--- src/rtl/cfi_shadow_stack_pkg.sv ---
// rtl/cfi_shadow_stack_pkg.sv - shared types and defaults for the CFI shadow stack
// Contents: cfi_ss_state_e (RUN/ALARM), default DEPTH and NR_CTX.
// Optional feature macro used by the bundle: CFI_SS_OVF_WRAP_EN.
package cfi_shadow_stack_pkg;

    typedef enum logic [0:0] {
        CFI_SS_RUN   = 1'b0,
        CFI_SS_ALARM = 1'b1
    } cfi_ss_state_e;

    localparam int CFI_SS_DEFAULT_DEPTH  = 16;
    localparam int CFI_SS_DEFAULT_NR_CTX = 2;

endpackage

--- src/rtl/cfi_shadow_stack_if.sv ---
// rtl/cfi_shadow_stack_if.sv - committed control-transfer event channel
// Signals: valid_i, is_call_i, is_ret_i, ctx_i, link_addr_i, target_i (producer -> stack),
//          ready_o (stack -> producer). master = event producer, slave = shadow stack.
interface cfi_shadow_stack_if #(
    parameter int ADDR_W = 32,
    parameter int CTX_W  = 1
);
    logic              valid_i;
    logic              is_call_i;
    logic              is_ret_i;
    logic [CTX_W-1:0]  ctx_i;
    logic [ADDR_W-1:0] link_addr_i;
    logic [ADDR_W-1:0] target_i;
    logic              ready_o;

    modport master (
        output valid_i, is_call_i, is_ret_i, ctx_i, link_addr_i, target_i,
        input  ready_o
    );

    modport slave (
        input  valid_i, is_call_i, is_ret_i, ctx_i, link_addr_i, target_i,
        output ready_o
    );
endinterface

--- src/rtl/cfi_ss_lifo.sv ---
// rtl/cfi_ss_lifo.sv - one circular LIFO of ADDR_W x DEPTH return addresses
// Ports: clk_i, rst_ni (async, active-low), flush_i (empty the stack),
//        push_i/data_i (write), pop_i (remove top), top_o (current top), count_o (occupancy).
// A pop on an empty stack is ignored. A push when full (and not popping) overwrites the
// oldest entry and keeps occupancy at DEPTH; the caller decides whether that is allowed.
module cfi_ss_lifo
    import cfi_shadow_stack_pkg::*;
#(
    parameter int DEPTH  = CFI_SS_DEFAULT_DEPTH,
    parameter int ADDR_W = 32
) (
    input  logic                     clk_i,
    input  logic                     rst_ni,
    input  logic                     flush_i,
    input  logic                     push_i,
    input  logic                     pop_i,
    input  logic [ADDR_W-1:0]        data_i,
    output logic [ADDR_W-1:0]        top_o,
    output logic [$clog2(DEPTH):0]   count_o
);
    localparam int AW = $clog2(DEPTH);
    localparam int CW = AW + 1;

    logic [ADDR_W-1:0] mem_q [DEPTH];
    logic [AW-1:0]     ptr_q, ptr_d, wr_addr;
    logic [CW-1:0]     cnt_q, cnt_d;
    logic              do_pop, full;

    assign do_pop = pop_i && (cnt_q != '0);
    assign full   = (cnt_q == CW'(DEPTH));

    // ptr_q is the slot the next push writes; the top lives one below it.
    // When full, ptr_q also addresses the oldest entry, so a wrapping push overwrites it.
    always_comb begin
        ptr_d   = ptr_q;
        cnt_d   = cnt_q;
        wr_addr = ptr_q;
        if (do_pop && push_i) begin
            // pop-then-push collapses into replacing the top in place
            wr_addr = ptr_q - AW'(1);
        end else if (do_pop) begin
            ptr_d = ptr_q - AW'(1);
            cnt_d = cnt_q - CW'(1);
        end else if (push_i) begin
            ptr_d = ptr_q + AW'(1);
            if (!full) begin
                cnt_d = cnt_q + CW'(1);
            end
        end
    end

    always_ff @(posedge clk_i or negedge rst_ni) begin
        if (!rst_ni) begin
            ptr_q <= '0;
            cnt_q <= '0;
        end else if (flush_i) begin
            ptr_q <= '0;
            cnt_q <= '0;
        end else begin
            ptr_q <= ptr_d;
            cnt_q <= cnt_d;
        end
    end

    // Entry contents are only meaningful below the occupancy, so the array needs no reset.
    always_ff @(posedge clk_i) begin
        if (push_i) begin
            mem_q[wr_addr] <= data_i;
        end
    end

    assign top_o   = mem_q[ptr_q - AW'(1)];
    assign count_o = cnt_q;

endmodule

--- src/rtl/cfi_shadow_stack.sv ---
// rtl/cfi_shadow_stack.sv - per-context return-address shadow stack with RUN/ALARM FSM
// Ports: clk_i, rst_ni (async, active-low), ev (event channel, slave), enforce_i, clear_i,
//        violation_o, viol_addr_o, count_o (occupancy of stack ev.ctx_i), mismatch_cnt_o.
// Macro CFI_SS_OVF_WRAP_EN: defined -> push to a full stack overwrites the oldest entry;
//        undefined -> push to a full stack alarms (enforce) or is dropped and counted.
module cfi_shadow_stack
    import cfi_shadow_stack_pkg::*;
#(
    parameter int DEPTH  = CFI_SS_DEFAULT_DEPTH,
    parameter int ADDR_W = 32,
    parameter int NR_CTX = CFI_SS_DEFAULT_NR_CTX
) (
    input  logic                   clk_i,
    input  logic                   rst_ni,
    cfi_shadow_stack_if.slave      ev,
    input  logic                   enforce_i,
    input  logic                   clear_i,
    output logic                   violation_o,
    output logic [ADDR_W-1:0]      viol_addr_o,
    output logic [$clog2(DEPTH):0] count_o,
    output logic [15:0]            mismatch_cnt_o
);
    localparam int CW    = $clog2(DEPTH) + 1;
    localparam int CTX_W = (NR_CTX > 1) ? $clog2(NR_CTX) : 1;

    cfi_ss_state_e     state_q, state_d;
    logic [ADDR_W-1:0] tops   [NR_CTX];
    logic [CW-1:0]     counts [NR_CTX];
    logic [ADDR_W-1:0] viol_addr_q;
    logic [15:0]       mm_cnt_q;

    logic [ADDR_W-1:0] sel_top;
    logic [CW-1:0]     sel_cnt;
    logic do_call, do_ret, sel_empty, sel_full, room, ret_bad, ovf_bad, call_ok;
    logic alarm, mm_inc, pop_en, push_en, flush;

    assign sel_top   = tops[ev.ctx_i];
    assign sel_cnt   = counts[ev.ctx_i];
    assign sel_empty = (sel_cnt == '0);
    assign sel_full  = (sel_cnt == CW'(DEPTH));

    assign do_call = (state_q == CFI_SS_RUN) && ev.valid_i && ev.is_call_i;
    assign do_ret  = (state_q == CFI_SS_RUN) && ev.valid_i && ev.is_ret_i;

    // Return is checked against the pre-push top; an empty stack is always a violation.
    assign ret_bad = do_ret && (sel_empty || (sel_top != ev.target_i));
    // A same-event pop frees a slot before the push lands.
    assign room    = !sel_full || (do_ret && !sel_empty);

`ifdef CFI_SS_OVF_WRAP_EN
    assign ovf_bad = 1'b0;
    assign call_ok = do_call;
`else
    assign ovf_bad = do_call && !room;
    assign call_ok = do_call && room;
`endif

    assign alarm  = enforce_i && (ret_bad || ovf_bad);
    assign mm_inc = !enforce_i && (ret_bad || ovf_bad);
    // The alarming event leaves the stack untouched, matching the frozen ALARM view.
    assign pop_en  = do_ret && !alarm;
    assign push_en = call_ok && !alarm;
    assign flush   = (state_q == CFI_SS_ALARM) && clear_i;

    for (genvar g = 0; g < NR_CTX; g++) begin : g_ctx
        cfi_ss_lifo #(
            .DEPTH  (DEPTH),
            .ADDR_W (ADDR_W)
        ) u_lifo (
            .clk_i   (clk_i),
            .rst_ni  (rst_ni),
            .flush_i (flush),
            .push_i  (push_en && (ev.ctx_i == CTX_W'(g))),
            .pop_i   (pop_en && (ev.ctx_i == CTX_W'(g))),
            .data_i  (ev.link_addr_i),
            .top_o   (tops[g]),
            .count_o (counts[g])
        );
    end

    always_comb begin
        state_d = state_q;
        case (state_q)
            CFI_SS_RUN:   if (alarm)   state_d = CFI_SS_ALARM;
            CFI_SS_ALARM: if (clear_i) state_d = CFI_SS_RUN;
            default:                   state_d = CFI_SS_RUN;
        endcase
    end

    always_ff @(posedge clk_i or negedge rst_ni) begin
        if (!rst_ni) begin
            state_q     <= CFI_SS_RUN;
            viol_addr_q <= '0;
            mm_cnt_q    <= '0;
        end else begin
            state_q <= state_d;
            if (alarm) begin
                viol_addr_q <= ret_bad ? ev.target_i : ev.link_addr_i;
            end
            if (mm_inc && (mm_cnt_q != 16'hFFFF)) begin
                mm_cnt_q <= mm_cnt_q + 16'd1;
            end
        end
    end

    assign ev.ready_o     = (state_q == CFI_SS_RUN);
    assign violation_o    = (state_q == CFI_SS_ALARM);
    assign viol_addr_o    = viol_addr_q;
    assign count_o        = sel_cnt;
    assign mismatch_cnt_o = mm_cnt_q;

endmodule
--- src/flat_wrapper.sv ---
// flat-port wrapper written by rule: the top's interface ports become plain ports
module cfi_shadow_stack_flat import cfi_shadow_stack_pkg::*;
#(
    parameter int DEPTH  = CFI_SS_DEFAULT_DEPTH,
    parameter int ADDR_W = 32,
    parameter int NR_CTX = CFI_SS_DEFAULT_NR_CTX
)
  (clk_i, rst_ni, enforce_i, clear_i, violation_o, viol_addr_o, count_o, mismatch_cnt_o, ev_valid_i, ev_is_call_i, ev_is_ret_i, ev_ctx_i, ev_link_addr_i, ev_target_i, ev_ready_o);
  cfi_shadow_stack_if #(.ADDR_W(ADDR_W)) ev_i ();
  input  logic clk_i;
  input  logic rst_ni;
  input  logic enforce_i;
  input  logic clear_i;
  output logic violation_o;
  output logic [ADDR_W-1:0] viol_addr_o;
  output logic [$clog2(DEPTH):0] count_o;
  output logic [15:0] mismatch_cnt_o;
  input wire logic [$bits(ev_i.valid_i)-1:0] ev_valid_i;
  input wire logic [$bits(ev_i.is_call_i)-1:0] ev_is_call_i;
  input wire logic [$bits(ev_i.is_ret_i)-1:0] ev_is_ret_i;
  input wire logic [$bits(ev_i.ctx_i)-1:0] ev_ctx_i;
  input wire logic [$bits(ev_i.link_addr_i)-1:0] ev_link_addr_i;
  input wire logic [$bits(ev_i.target_i)-1:0] ev_target_i;
  output wire logic [$bits(ev_i.ready_o)-1:0] ev_ready_o;
  assign ev_i.valid_i = ev_valid_i;
  assign ev_i.is_call_i = ev_is_call_i;
  assign ev_i.is_ret_i = ev_is_ret_i;
  assign ev_i.ctx_i = ev_ctx_i;
  assign ev_i.link_addr_i = ev_link_addr_i;
  assign ev_i.target_i = ev_target_i;
  assign ev_ready_o = ev_i.ready_o;
  cfi_shadow_stack #(.DEPTH(DEPTH), .ADDR_W(ADDR_W), .NR_CTX(NR_CTX)) u_core (.clk_i(clk_i), .rst_ni(rst_ni), .ev(ev_i), .enforce_i(enforce_i), .clear_i(clear_i), .violation_o(violation_o), .viol_addr_o(viol_addr_o), .count_o(count_o), .mismatch_cnt_o(mismatch_cnt_o));
endmodule
--- config.mk ---
export PLATFORM = sky130hd
export DESIGN_NAME = cfi_shadow_stack_flat
export DESIGN_NICKNAME = d
export VERILOG_FILES = /design/src/rtl/cfi_shadow_stack_pkg.sv /design/src/rtl/cfi_shadow_stack_if.sv /design/src/rtl/cfi_ss_lifo.sv /design/src/rtl/cfi_shadow_stack.sv /design/src/flat_wrapper.sv
export SDC_FILE = /design/constraint.sdc
export NUM_CORES = 1
export LEC_CHECK = 0
export ABC_CLOCK_PERIOD_IN_PS = 8300
export BUFFER_PORTS_ARGS = -buffer_cell sky130_fd_sc_hd__buf_2
export CORE_MARGIN = 2
export CORE_UTILIZATION = 50
export DETAILED_ROUTE_END_ITERATION = 10
export HOLD_SLACK_MARGIN = 0.03
export PLACE_DENSITY = 0.66
export SETUP_SLACK_MARGIN = 0.15
export SLEW_MARGIN = 0
export SYNTH_ARGS = -nofsm -noshare
export SYNTH_HDL_FRONTEND = slang
export SYNTH_SLANG_ARGS = --single-unit
--- constraint.sdc ---
create_clock -name clk_i -period 8.3 [get_ports clk_i]
set_input_delay 1.245 -clock clk_i [delete_from_list [all_inputs] [get_ports clk_i]]
set_output_delay 1.245 -clock clk_i [all_outputs]
set_load 0.05 [all_outputs]
Word-level counts from Yosys, hierarchy flattened --
Memories as Yosys holds them, arrays and structs flattened. Cells that the tools add are included. W data, S select, Z words.
Operators by class: $lt $le $gt $ge 1, $add $sub $neg 9, muxes and demuxes 34, reductions and logical operators 38, equal/unequal tests 9, bitwise logic cells 3
Operators by type and width (number):
- $mux W32 | 4
- $mux W5 | 13
- $mux W4 | 10
- $ne A32 B32 Y1 | 1
- $logic_and A1 B1 Y1 | 21
- $add A16 B1 Y16 const B | 1
- $ne A16 B16 Y1 const B | 1
- $eq A5 B5 Y1 const B | 3
- $add A5 B1 Y5 const B | 2
- $reduce_bool A5 Y1 | 2
- $sub A5 B1 Y5 const B | 2
- $add A4 B1 Y4 const B | 2
- $sub A4 B1 Y4 const B | 2
- $mux W1 | 6
- $ne A3 B2 Y1 const B | 2
- $reduce_and A3 Y1 | 2
- $reduce_bool A3 Y1 | 2
- $logic_not A1 Y1 | 5
- $logic_not A5 Y1 | 1
- $ne A2 B1 Y1 const B | 2
- $reduce_and A2 Y1 | 2
- $logic_or A1 B1 Y1 | 3
- $ge A2 B2 Y1 const B | 1
- $not A1 Y1 | 2
- other kinds (2) | 2
Word-level totals: output and inout port bits 55, input port bits 72, memories 2, bits in registers 67, bits in writable memories 1024, logic and storage cells 103
Memories:
- u_core.g_ctx[0].u_lifo.mem_q | words 16, width 32, rd ports 1, clocked after memory_dff 0, write ports 1, RTL line cfi_ss_lifo.sv:24 | logic [ADDR_W-1:0] mem_q [DEPTH];
- u_core.g_ctx[1].u_lifo.mem_q | words 16, width 32, rd ports 1, clocked after memory_dff 0, write ports 1, RTL line cfi_ss_lifo.sv:24

Logic depth before layout (Yosys ltp) --
Gate-level depths: netlist of run 1.
depth after elaboration 19, mapped depth 32, mapped depth without buffers 20

Hierarchy --
Synthesis of run 1 repeated with hierarchy kept, for this count alone.
Second synthesis, totals: cells, all modules 1984, area total of the unflattened synthesis 43539.3 µm²
By module, submodules not included:
- cfi_ss_lifo (u_core.g_ctx[1].u_lifo) | sequential area each 15600.0 µm², cells each 825, instances 1, area each 20090.5 µm²
- cfi_ss_lifo (u_core.g_ctx[0].u_lifo) | sequential area each 15600.0 µm², cells each 825, instances 1, area each 20088.0 µm²
- cfi_shadow_stack | sequential area each 1226.2 µm², cells each 334, instances 1, area each 3360.7 µm²

Worst setup path before layout of run 1 --
No wires, ideal clock.
kind flip-flop to flip-flop, from register u_core.g_ctx[0].u_lifo.ptr_q[0], to memory u_core.g_ctx[0].u_lifo.mem_q[14][0] (enable), buffers on the path 9, period minus slack after synthesis 7.424 ns, arrival 6.963 ns, setup time 0.461 ns, cell stages (with the launch flop) 22, slack 0.876 ns, data required time 7.839 ns, path through dfrtp_1 > buf_6 > buf_8 > buf_8 > clkinv_1 > buf_2 > buf_4 > ha_1 > buf_2 > buf_2 > buf_2 > clkbuf_1 > mux4_2 > mux2_2 > a221oi_1 > xnor2_1 > nor4_1 > nand4_1 > o31ai_4 > nand4_4 > mux2i_1 > nor3_1
On the way: cells in the longest elaborated chain, start to end 16, elaborated cells on any way between the ends 20, those cells by class 1 x add/sub; 1 x eq/ne; 6 x mux; 11 x reduce/logical; 1 x memory
RTL lines:
- from (decl) | RTL line cfi_ss_lifo.sv:25 | logic [AW-1:0] ptr_q, ptr_d, wr_addr;
- from (signal assigned) | RTL line cfi_ss_lifo.sv:60 | ptr_q <= ptr_d;
- $sub A4 B1 Y4 | RTL line cfi_ss_lifo.sv:40, cfi_ss_lifo.sv:72
- $mem_v2 Z16 W32
- $mux W32 (not written as such) (3 in a row) | RTL line cfi_shadow_stack.sv:37 | assign sel_top = tops[ev.ctx_i];
- $ne A32 B32 Y1 | RTL line cfi_shadow_stack.sv:46 | assign ret_bad = do_ret && (sel_empty || (sel_top != ev.target_i));
- $logic_or A1 B1 Y1 | RTL line cfi_shadow_stack.sv:46
- $logic_and A1 B1 Y1 | RTL line cfi_shadow_stack.sv:46
- $logic_or A1 B1 Y1 | RTL line cfi_shadow_stack.sv:58 | assign alarm = enforce_i && (ret_bad || ovf_bad);
- $logic_and A1 B1 Y1 | RTL line cfi_shadow_stack.sv:58
- $logic_not A1 Y1 | RTL line cfi_shadow_stack.sv:61, cfi_shadow_stack.sv:62
- $logic_and A1 B1 Y1 | RTL line cfi_shadow_stack.sv:61 | assign pop_en = do_ret && !alarm;
- $logic_and A1 B1 Y1 | RTL line cfi_shadow_stack.sv:74 | .pop_i (pop_en && (ev.ctx_i == CTX_W'(g))),
- $logic_and A1 B1 Y1 | RTL line cfi_ss_lifo.sv:29 | assign do_pop = pop_i && (cnt_q != '0);
- $logic_and A1 B1 Y1 | RTL line cfi_ss_lifo.sv:38 | if (do_pop && push_i) begin
- $mux W4 | RTL line cfi_ss_lifo.sv:38
- to (decl) | RTL line cfi_ss_lifo.sv:24
Several ways; a longest one is shown, not always the timed one. The select of a mux whose other input is x is not followed.

Final worst setup path of run 1 --
from register u_core.g_ctx[0].u_lifo.ptr_q[0], to register u_core.g_ctx[0].u_lifo.cnt_q[4]
On the way: cells in the longest elaborated chain, start to end 17, elaborated cells on any way between the ends 24, those cells by class 1 x add/sub; 3 x eq/ne; 6 x mux; 13 x reduce/logical; 1 x memory
RTL lines:
- $sub A4 B1 Y4 * | RTL line cfi_ss_lifo.sv:72 | assign top_o = mem_q[ptr_q - AW'(1)];
- $mem_v2 Z16 W32 *
- $mux W32 (not written as such) * (3 in a row) | RTL line cfi_shadow_stack.sv:37
- $ne A32 B32 Y1 * | RTL line cfi_shadow_stack.sv:46
- $logic_or A1 B1 Y1 * | RTL line cfi_shadow_stack.sv:46
- $logic_and A1 B1 Y1 * | RTL line cfi_shadow_stack.sv:46
- $logic_or A1 B1 Y1 * | RTL line cfi_shadow_stack.sv:58
- $logic_and A1 B1 Y1 * | RTL line cfi_shadow_stack.sv:58
- $logic_not A1 Y1 * | RTL line cfi_shadow_stack.sv:61, cfi_shadow_stack.sv:62
- $logic_and A1 B1 Y1 | RTL line cfi_shadow_stack.sv:61
- $logic_and A1 B1 Y1 | RTL line cfi_shadow_stack.sv:74
- $logic_and A1 B1 Y1 | RTL line cfi_ss_lifo.sv:29
- $logic_and A1 B1 Y1 or $mux W5 (tied branches) | RTL line cfi_ss_lifo.sv:38, cfi_ss_lifo.sv:41
- $ne A2 B1 Y1 (no line) or $mux W5 (tied branches)
- $reduce_and A3 Y1 (no line) or $mux W5 (tied branches)
- to (signal assigned) | RTL line cfi_ss_lifo.sv:61 | cnt_q <= cnt_d;
- to (decl) | RTL line cfi_ss_lifo.sv:26 | logic [CW-1:0] cnt_q, cnt_d;
Mark *: on every way between the ends. The rest lies on a longest branch, timed or not. The select of a mux whose other input is x is not followed. A chain may end at the register's enable or synchronous reset.

==> impl_metrics.json, run 1 <==
{
  "drt-pass1-iter-count": 6,
  "r2r_slack_ps": 790,
  "hpwl_um": 71900,
  "clk_latency_ps": 680,
  "cts-htree-levels": 3,
  "dieArea_sq_um": 91000,
  "wirelength_um": 114000,
  "final.setup.tns_ps": 0,
  "p_leak_uw": 0.0168,
  "overflow": 0,
  "min_period_ps": 7510,
  "slew_headroom_pct": 17.5,
  "grt_pass1_wl_um": 165000,
  "critPathKind": "reg2reg",
  "grt_pass1_vias": 23700,
  "dpl.cell_count": 3626,
  "drc": 0,
  "cp.arrival_ps": 8090,
  "synthesis.area_sq_um": 44300,
  "die_h_um": 302,
  "rsz0062_at_grt": "false",
  "grt_max_degree": 77,
  "clk_path_buf_depth": 3,
  "fmax_mhz": 133,
  "clk_pin_slew_ps": 60,
  "setup_viol": 0,
  "drt_iter0_drc": 3052,
  "post-route-period-util_pct": 90.5,
  "seq_area_frac_synth_pct": 73.2,
  "r2r-end": "u_core.g_ctx[0].u_lifo.count_o[4]$_DFFE_PN0P_",
  "final_max_slew_viol_count": 0,
  "ys.flop_type": "edfxtp_1",
  "r2r_cells": 19,
  "cts_tree": "built",
  "dr_total_vias": 23700,
  "hp-class": "reg2reg",
  "layout-drive-gt1-share_pct": 24.8,
  "ir_drop_uv": 261,
  "postCtsSetupBuffers": 0,
  "min_path_cells": 2,
  "ys_types": 75,
  "cp.required_ps": 8880,
  "power_density_nw_per_um2": 356,
  "post-route-util_pct": 56.9,
  "finalHoldViolCount": 0,
  "hold_end": "u_core.viol_addr_o[8]$_DFFE_PN0P_",
  "root_buffer": "clkbuf_16",
  "instances_no_fill": 3830,
  "cpMaxStageDelayCell": "nor3_1",
  "cts_hold_buf": 0,
  "grt_usage_pct": 25.3,
  "hp-start": "u_core.viol_addr_o[8]$_DFFE_PN0P_",
  "worst_path_largest_cell_delay_ps": 930,
  "grt_antenna_before_repair": 3,
  "drv_cap": 0,
  "synthToLayoutAreaGrowth_pct": 13.2,
  "reg2reg_from": "u_core.g_ctx[0].u_lifo.ptr_q[0]$_DFFE_PN0P_",
  "ant_nets": 0,
  "ios": 127,
  "cts.sinks": 1091,
  "vias_per_cell": 6.20,
  "skew_ps": 36.7,
  "cp_max_fo": 76,
  "core_sq_um": 88100,
  "synth.avg_cell_area_sq_um": 18.5,
  "syn_nets": 2483,
  "die_width_um": 302,
  "core.rowCount": 109,
  "routedWlPerCell_um": 29.8,
  "crit_path_end_kind": "register",
  "io_buffer_count": 126,
  "async_flop_share_pct": 6.14,
  "crit_chain": "buf_4 -> o31ai_1 -> nand3_2 -> nor3_1 -> nor4_1 -> xnor2_1 -> a2111oi_0 -> nor4bb_1 -> a221o_2 -> buf_4 -> nand2_1 -> inv_1 -> ha_1 -> a21o_1 -> a21oi_1 -> mux2_2 -> nand2_1 -> nand3_1 -> o21ai_0",
  "gp_congestion": 0.910,
  "numCtsBuffers": 108,
  "cts_resized": 0,
  "initial_core_util_pct": 50.3,
  "layout.nets": 2656,
  "outcome": "finished, final reports clean",
  "worst_pin_slew_ps": 1240,
  "yosys_warnings": 0,
  "synth_edf_count": 1024,
  "start_kind": "register",
  "synthCells": 2398,
  "synth.ff_latch_count": 1091
}
## kinds of logic after synthesis
group | count (synthesis) | share of synthesized area, %
flip-flops | 1091 | 73.2
AND/OR/NAND/NOR | 504 | 5.47
multiplexers | 385 | 14.9
AO/OA/AOI/OAI | 194 | 2.73
buffers and inverters | 156 | 2.16
XOR/XNOR | 55 | 1.15
adder cells (fa/ha/maj) | 13 | 0.401
## cell usage in the layout (no fill, tap or decap), types with 19 or more instances in the layout
| master | count |
|---|---|
| nor4_1 | 19 |
| buf_2 | 125 |
| nor2_4 | 30 |
| nor2_1 | 65 |
| nand3_1 | 85 |
| dfrtp_1 | 65 |
| inv_1 | 20 |
| edfxtp_1 | 1024 |
| o21ai_0 | 47 |
| mux4_2 | 211 |
| nor3_1 | 37 |
| mux2i_1 | 156 |
| nand4_1 | 20 |
| clkbuf_16 | 109 |
| nand2_1 | 191 |
| buf_4 | 52 |
| a21oi_1 | 72 |
| clkinv_2 | 27 |
| xnor2_1 | 35 |
## state kept, by name (all words and copies together) (netlist names)
name,cells
u_core.g_ctx.u_lifo.mem_q,1024
u_core.viol_addr_o,32
u_core.mismatch_cnt_o,16
u_core.g_ctx.u_lifo.count_o,10
u_core.g_ctx.u_lifo.ptr_q,8
u_core.violation_o,1
## stage by stage
stage                     area [sq um]  hold WS [ps]  setup WS (ps)  power (uW)
after floorplan                  44300           467            876       11100
after global routing             50100           505            464       18500
after global placement           46600           467           1050       13100
after CTS                        50100           492           1040       17900
final                            50100           489            790       17900
after detailed placement         46600           478            919       13100
## Yosys cell counts (19+ instances only)
cell type	number	area, sq um
a21oi_1	72	360
buf_2	59	295
buf_6	24	270
dfrtp_1	67	1680
edfxtp_1	1024	30700
inv_1	20	75.1
mux2i_1	156	1560
mux4_2	211	4750
nand2_1	191	717
nand3_1	85	425
nand4_1	20	125
nor2_1	94	353
nor3_1	40	200
nor4_1	19	119
o21ai_0	47	235
xnor2_1	36	315
## report_power, final
part | total [uW] | internal [uW] | switching, uW
Clock | 4850 | 2800 | 2060
Sequential | 6410 | 6200 | 208
Combinational | 6610 | 2520 | 4090
## cell type report
type | count | area [sq um]
Sequential cell | 1091 | 32400
Clock inverter | 67 | 609
Tap cell | 1165 | 1460
Clock buffer | 135 | 2950
Antenna cell | 2 | 5.00
Fill cell | 6717 | 38000
Timing Repair Buffer | 195 | 1380
Inverter | 24 | 90.1
Multi-Input combinational cell | 1151 | 11200
## how the worst max path moves through the flow
stage / endpoint / startpoint
after floorplan: u_core.g_ctx[0].u_lifo.mem_q[14][0]$_DFFE_PP_ / u_core.g_ctx[0].u_lifo.ptr_q[0]$_DFFE_PN0P_
after global placement: u_core.g_ctx[0].u_lifo.count_o[4]$_DFFE_PN0P_ / ev_ctx_i
after detailed placement: u_core.g_ctx[0].u_lifo.count_o[4]$_DFFE_PN0P_ / ev_ctx_i
after CTS: u_core.g_ctx[0].u_lifo.count_o[4]$_DFFE_PN0P_ / u_core.g_ctx[0].u_lifo.ptr_q[0]$_DFFE_PN0P_
after global routing: u_core.g_ctx[0].u_lifo.count_o[4]$_DFFE_PN0P_ / u_core.g_ctx[0].u_lifo.ptr_q[0]$_DFFE_PN0P_
final: u_core.g_ctx[0].u_lifo.count_o[4]$_DFFE_PN0P_ / u_core.g_ctx[0].u_lifo.ptr_q[0]$_DFFE_PN0P_
## layer usage
layer	GRT usage (%)	up-vias	share of wire [%]
li1	-	9955	-
met1	37.5	12500	42
met2	38.5	1159	46
met3	6.76	140	10
met4	4.73	0	1.6
met5	0	-	0
## critical path, delay by kind of cell (launching register included)
family	cells	cell delay, ps
adders and majority gates	1	290
and+or+nand+nor	7	2830
DFF	1	640
buffers and inverters	3	1170
AOI/OAI and AO/OA	6	1810
xor gates and xnor gates	1	270
muxes	1	350
Note: power is estimated with default switching activity, not from simulation.
==> run 2, diff against run 1 <==
Settings changed: ABC_AREA set to 1.
==> run 2 against run 1 <==
  * Worst hold slack improved by 5.9 ps
  * Critical path type unchanged
  * Register-to-register slack gained 590 ps
  * Via count rose by 36%
  * Sequential share of layout area down 2.3 points
  * Die area rose by 5.2%
  * Synthesized area is 5.3% higher
  * Flip-flop and latch count did not move
  * Clock skew decreased by 7.1 ps
  * Clock power increased by 2%
  * Core utilization down 0.95 points
  * Critical endpoint is now u_core.g_ctx[0].u_lifo.mem_q[10][16]$_DFFE_PP_
  * Non-clock buffer count decreased by 17
  * Sequential power grew 0.6%
==> impl_metrics.json, run 2 <==
{
  "outcome": "finished, final reports clean",
  "crit_path_end_kind": "register",
  "synth.ff_latch_count": 1091,
  "final_max_slew_viol_count": 0,
  "antenna_cells": 0,
  "p_comb_share_pct": 37.4,
  "min_path_cells": 1,
  "p_int_uw": 10700,
  "drv_cap": 0,
  "clk_pin_slew_ps": 60,
  "critPathKind": "reg2reg",
  "core_sq_um": 92900,
  "die_width_um": 309,
  "power_frac_seq_pct": 35.5,
  "yosys_warnings": 0,
  "largest_register_ffs": 1024,
  "root_buffer": "clkbuf_16",
  "drt_iter0_drc": 4032,
  "yosysTopAreaCell": "edfxtp_1",
  "async_flop_share_pct": 6.14,
  "gp_congestion": 0.884,
  "synthCells": 4242,
  "ir_drop_uv": 518,
  "finalHoldViolCount": 0,
  "cp.required_ps": 8610,
  "dieArea_sq_um": 95800,
  "synth_commonest_cells": "1272 x nand2_1, 1024 x edfxtp_1, 918 x nand3_1, 311 x inv_1, 131 x buf_2",
  "layout_commonest_cell": "nand2_1",
  "start_kind": "register",
  "synth_edf_count": 1024,
  "yosysMostFrequentCell": "nand2_1",
  "hp-start": "u_core.mismatch_cnt_o[4]$_DFFE_PN0P_",
  "clk_latency_ps": 720,
  "dpl.cell_count": 5435,
  "cts_resized": 0,
  "whs_ps": 495,
  "fmax_mhz": 144,
  "drc": 0,
  "hold_end": "u_core.mismatch_cnt_o[4]$_DFFE_PN0P_",
  "initial_core_util_pct": 50.2,
  "p_switching_uw": 7430,
  "vias_per_cell": 5.70,
  "grt_antenna_before_repair": 5,
  "finalPower_uw": 18200,
  "ios": 127,
  "final.setup.tns_ps": 0,
  "pwr-share-clk_pct": 27.1,
  "top_register": "u_core.g_ctx.u_lifo.mem_q",
  "numCtsBuffers": 112,
  "r2r_cells": 26,
  "post-route-period-util_pct": 83.4,
  "min_period_ps": 6920,
  "synthesis.area_sq_um": 46600,
  "power_density_nw_per_um2": 349,
  "cp.arrival_ps": 7230,
  "skew_ps": 29.6,
  "layout.nets": 4380,
  "grt_max_degree": 169,
  "reg2reg_from": "u_core.g_ctx[1].u_lifo.ptr_q[0]$_DFFE_PN0P_",
  "hpwl_um": 78400,
  "cts_tree": "built",
  "rsz0062_at_grt": "false",
  "multi_input_area_sq_um": 12100,
  "ys.flop_type": "edfxtp_1",
  "syn_nets": 4327,
  "drt-pass1-iter-count": 6,
  "core.rowCount": 112,
  "grt_pass1_wl_um": 195000,
  "die_h_um": 309,
  "overflow": 0,
  "yosysTopAreaCellShare_pct": 65.9,
  "dr_total_vias": 32200,
  "cts.sinks": 1091,
  "r2r-end": "u_core.g_ctx[0].u_lifo.mem_q[10][16]$_DFFE_PP_",
  "wirelength_um": 132000,
  "mostFrequentLayoutCells": "1268 x nand2_1, 1024 x edfxtp_1, 918 x nand3_1",
  "slew_headroom_pct": 12.3,
  "io_buffer_count": 126,
  "final.fill_count": 7809,
  "cts_hold_buf": 0,
  "setup_viol": 0,
  "ant_nets": 0,
  "ys_types": 40,
  "synth_area_leaders": "edfxtp_1 66%, nand2_1 10%, nand3_1 9.8%",
  "instances_no_fill": 5646,
  "p_sw_share_pct": 40.9,
  "grt_pass1_vias": 30400,
  "seq_area_frac_synth_pct": 69.5,
  "postCtsSetupBuffers": 0,
  "seq_area_sq_um": 32400,
  "r2r_slack_ps": 1380,
  "synthToLayoutAreaGrowth_pct": 11.4,
  "hp-class": "reg2reg",
  "cts-htree-levels": 3,
  "grt_usage_pct": 27.6,
  "clk_path_buf_depth": 3,
  "layout-drive-gt1-share_pct": 10.8,
  "p_leak_uw": 0.0199,
  "worst_pin_slew_ps": 1310,
  "cp_max_fo": 95,
  "synth.avg_cell_area_sq_um": 11.0,
  "routedWlPerCell_um": 23.3
}
## run 2: cell types whose count changed after synthesis, moves of 26 or more
cell and change:
nand3_1 +833, clkbuf_1 +39, buf_2 +72, o21ai_1 +30
nor3_1 -38, xnor2_1 -26, or2_2 +55, mux2i_1 -156
mux4_2 -211, a21oi_1 -62, inv_1 +291, buf_4 +26
nand2_1 +1081
## run 2: final cells by class
type,count,share of cell area (%)
Timing Repair Buffer,178,2.09
Sequential cell,1091,62.4
Clock buffer,143,5.77
Tap cell,1254,3.02
Inverter,319,2.33
Multi-Input combinational cell,2593,23.2
Clock inverter,68,1.13
## run 2: worst max path at each step
| stage | from | endpoint | slack (ps) | cells after the start |
|---|---|---|---|---|
| after floorplan | ev_ctx_i | u_core.g_ctx[1].u_lifo.mem_q[11][0]$_DFFE_PP_ | 2870 | 19 |
| after global placement | u_core.g_ctx[1].u_lifo.ptr_q[0]$_DFFE_PN0P_ | u_core.g_ctx[0].u_lifo.mem_q[9][13]$_DFFE_PP_ | 1580 | 26 |
| after detailed placement | u_core.g_ctx[1].u_lifo.ptr_q[0]$_DFFE_PN0P_ | u_core.g_ctx[0].u_lifo.mem_q[8][7]$_DFFE_PP_ | 1500 | 26 |
| after CTS | u_core.g_ctx[1].u_lifo.ptr_q[0]$_DFFE_PN0P_ | u_core.g_ctx[0].u_lifo.mem_q[8][23]$_DFFE_PP_ | 1470 | 26 |
| after global routing | u_core.g_ctx[1].u_lifo.ptr_q[0]$_DFFE_PN0P_ | u_core.g_ctx[0].u_lifo.mem_q[4][30]$_DFFE_PP_ | 970 | 26 |
| final | u_core.g_ctx[1].u_lifo.ptr_q[0]$_DFFE_PN0P_ | u_core.g_ctx[0].u_lifo.mem_q[10][16]$_DFFE_PP_ | 1380 | 26 |
## run 2: cells by family (layout without fill, tap and decap cells)
family / after synthesis / count (layout) / share of synthesized area, %
xor gates and xnor gates: 23 / 23 / 0.432
DFF: 1091 / 1091 / 69.5
and+or+nand+nor: 2408 / 2408 / 22.6
buffers and inverters: 558 / 708 / 5.18
AOI/OAI and AO/OA: 149 / 149 / 1.89
adders and majority gates: 13 / 13 / 0.381
## run 2: stage by stage
| step | utilization, % | setup slack (ps) | instance area, sq um |
|---|---|---|---|
| floorplan | - | 2870 | 46600 |
| global placement | 52.1 | 1580 | 48400 |
| detailed placement | 52.1 | 1500 | 48400 |
| CTS | 55.9 | 1470 | 52000 |
| global route | 55.9 | 967 | 52000 |
| finish | 55.9 | 1380 | 52000 |
## run 2: power groups by stage
| stage | Clock [uW] | Combinational, uW | Sequential [uW] |
|---|---|---|---|
| after floorplan | 0 | 4300 | 6740 |
| after global placement | 0 | 6630 | 6550 |
| after detailed placement | 0 | 6670 | 6550 |
| after CTS | 4970 | 6690 | 6440 |
| after global routing | 5180 | 7370 | 6470 |
| final | 4930 | 6790 | 6450 |
## run 2: layer usage
metal | global-route usage, % | vias to the layer above | wire, um
met5 | 0 | - | 0
met2 | 42.2 | 1602 | 59700
met1 | 39.5 | 15700 | 54100
li1 | - | 14700 | -
met4 | 8.97 | 0 | 4270
met3 | 6.15 | 230 | 13500
## run 2: worst max-delay path, cell delays in order (launching register included)
cell and delay [ps]:
dfrtp_4 860, inv_8 360, ha_4 390, inv_4 620, buf_12 300, nand3_1 110, nand3_1 120, nand3_1 90
nand3_1 240, nand2_1 90, nand2_1 170, nand2_1 70, inv_1 50, nand2_1 50, nor2_1 110, nand2_1 90
nor2_1 120, nand2_2 90, nand2_4 70, nand2_4 80, nand2_8 130, nand4_4 210, inv_1 150, nand2_1 70
nand2_1 160, nand3_1 290, nor2_4 1050
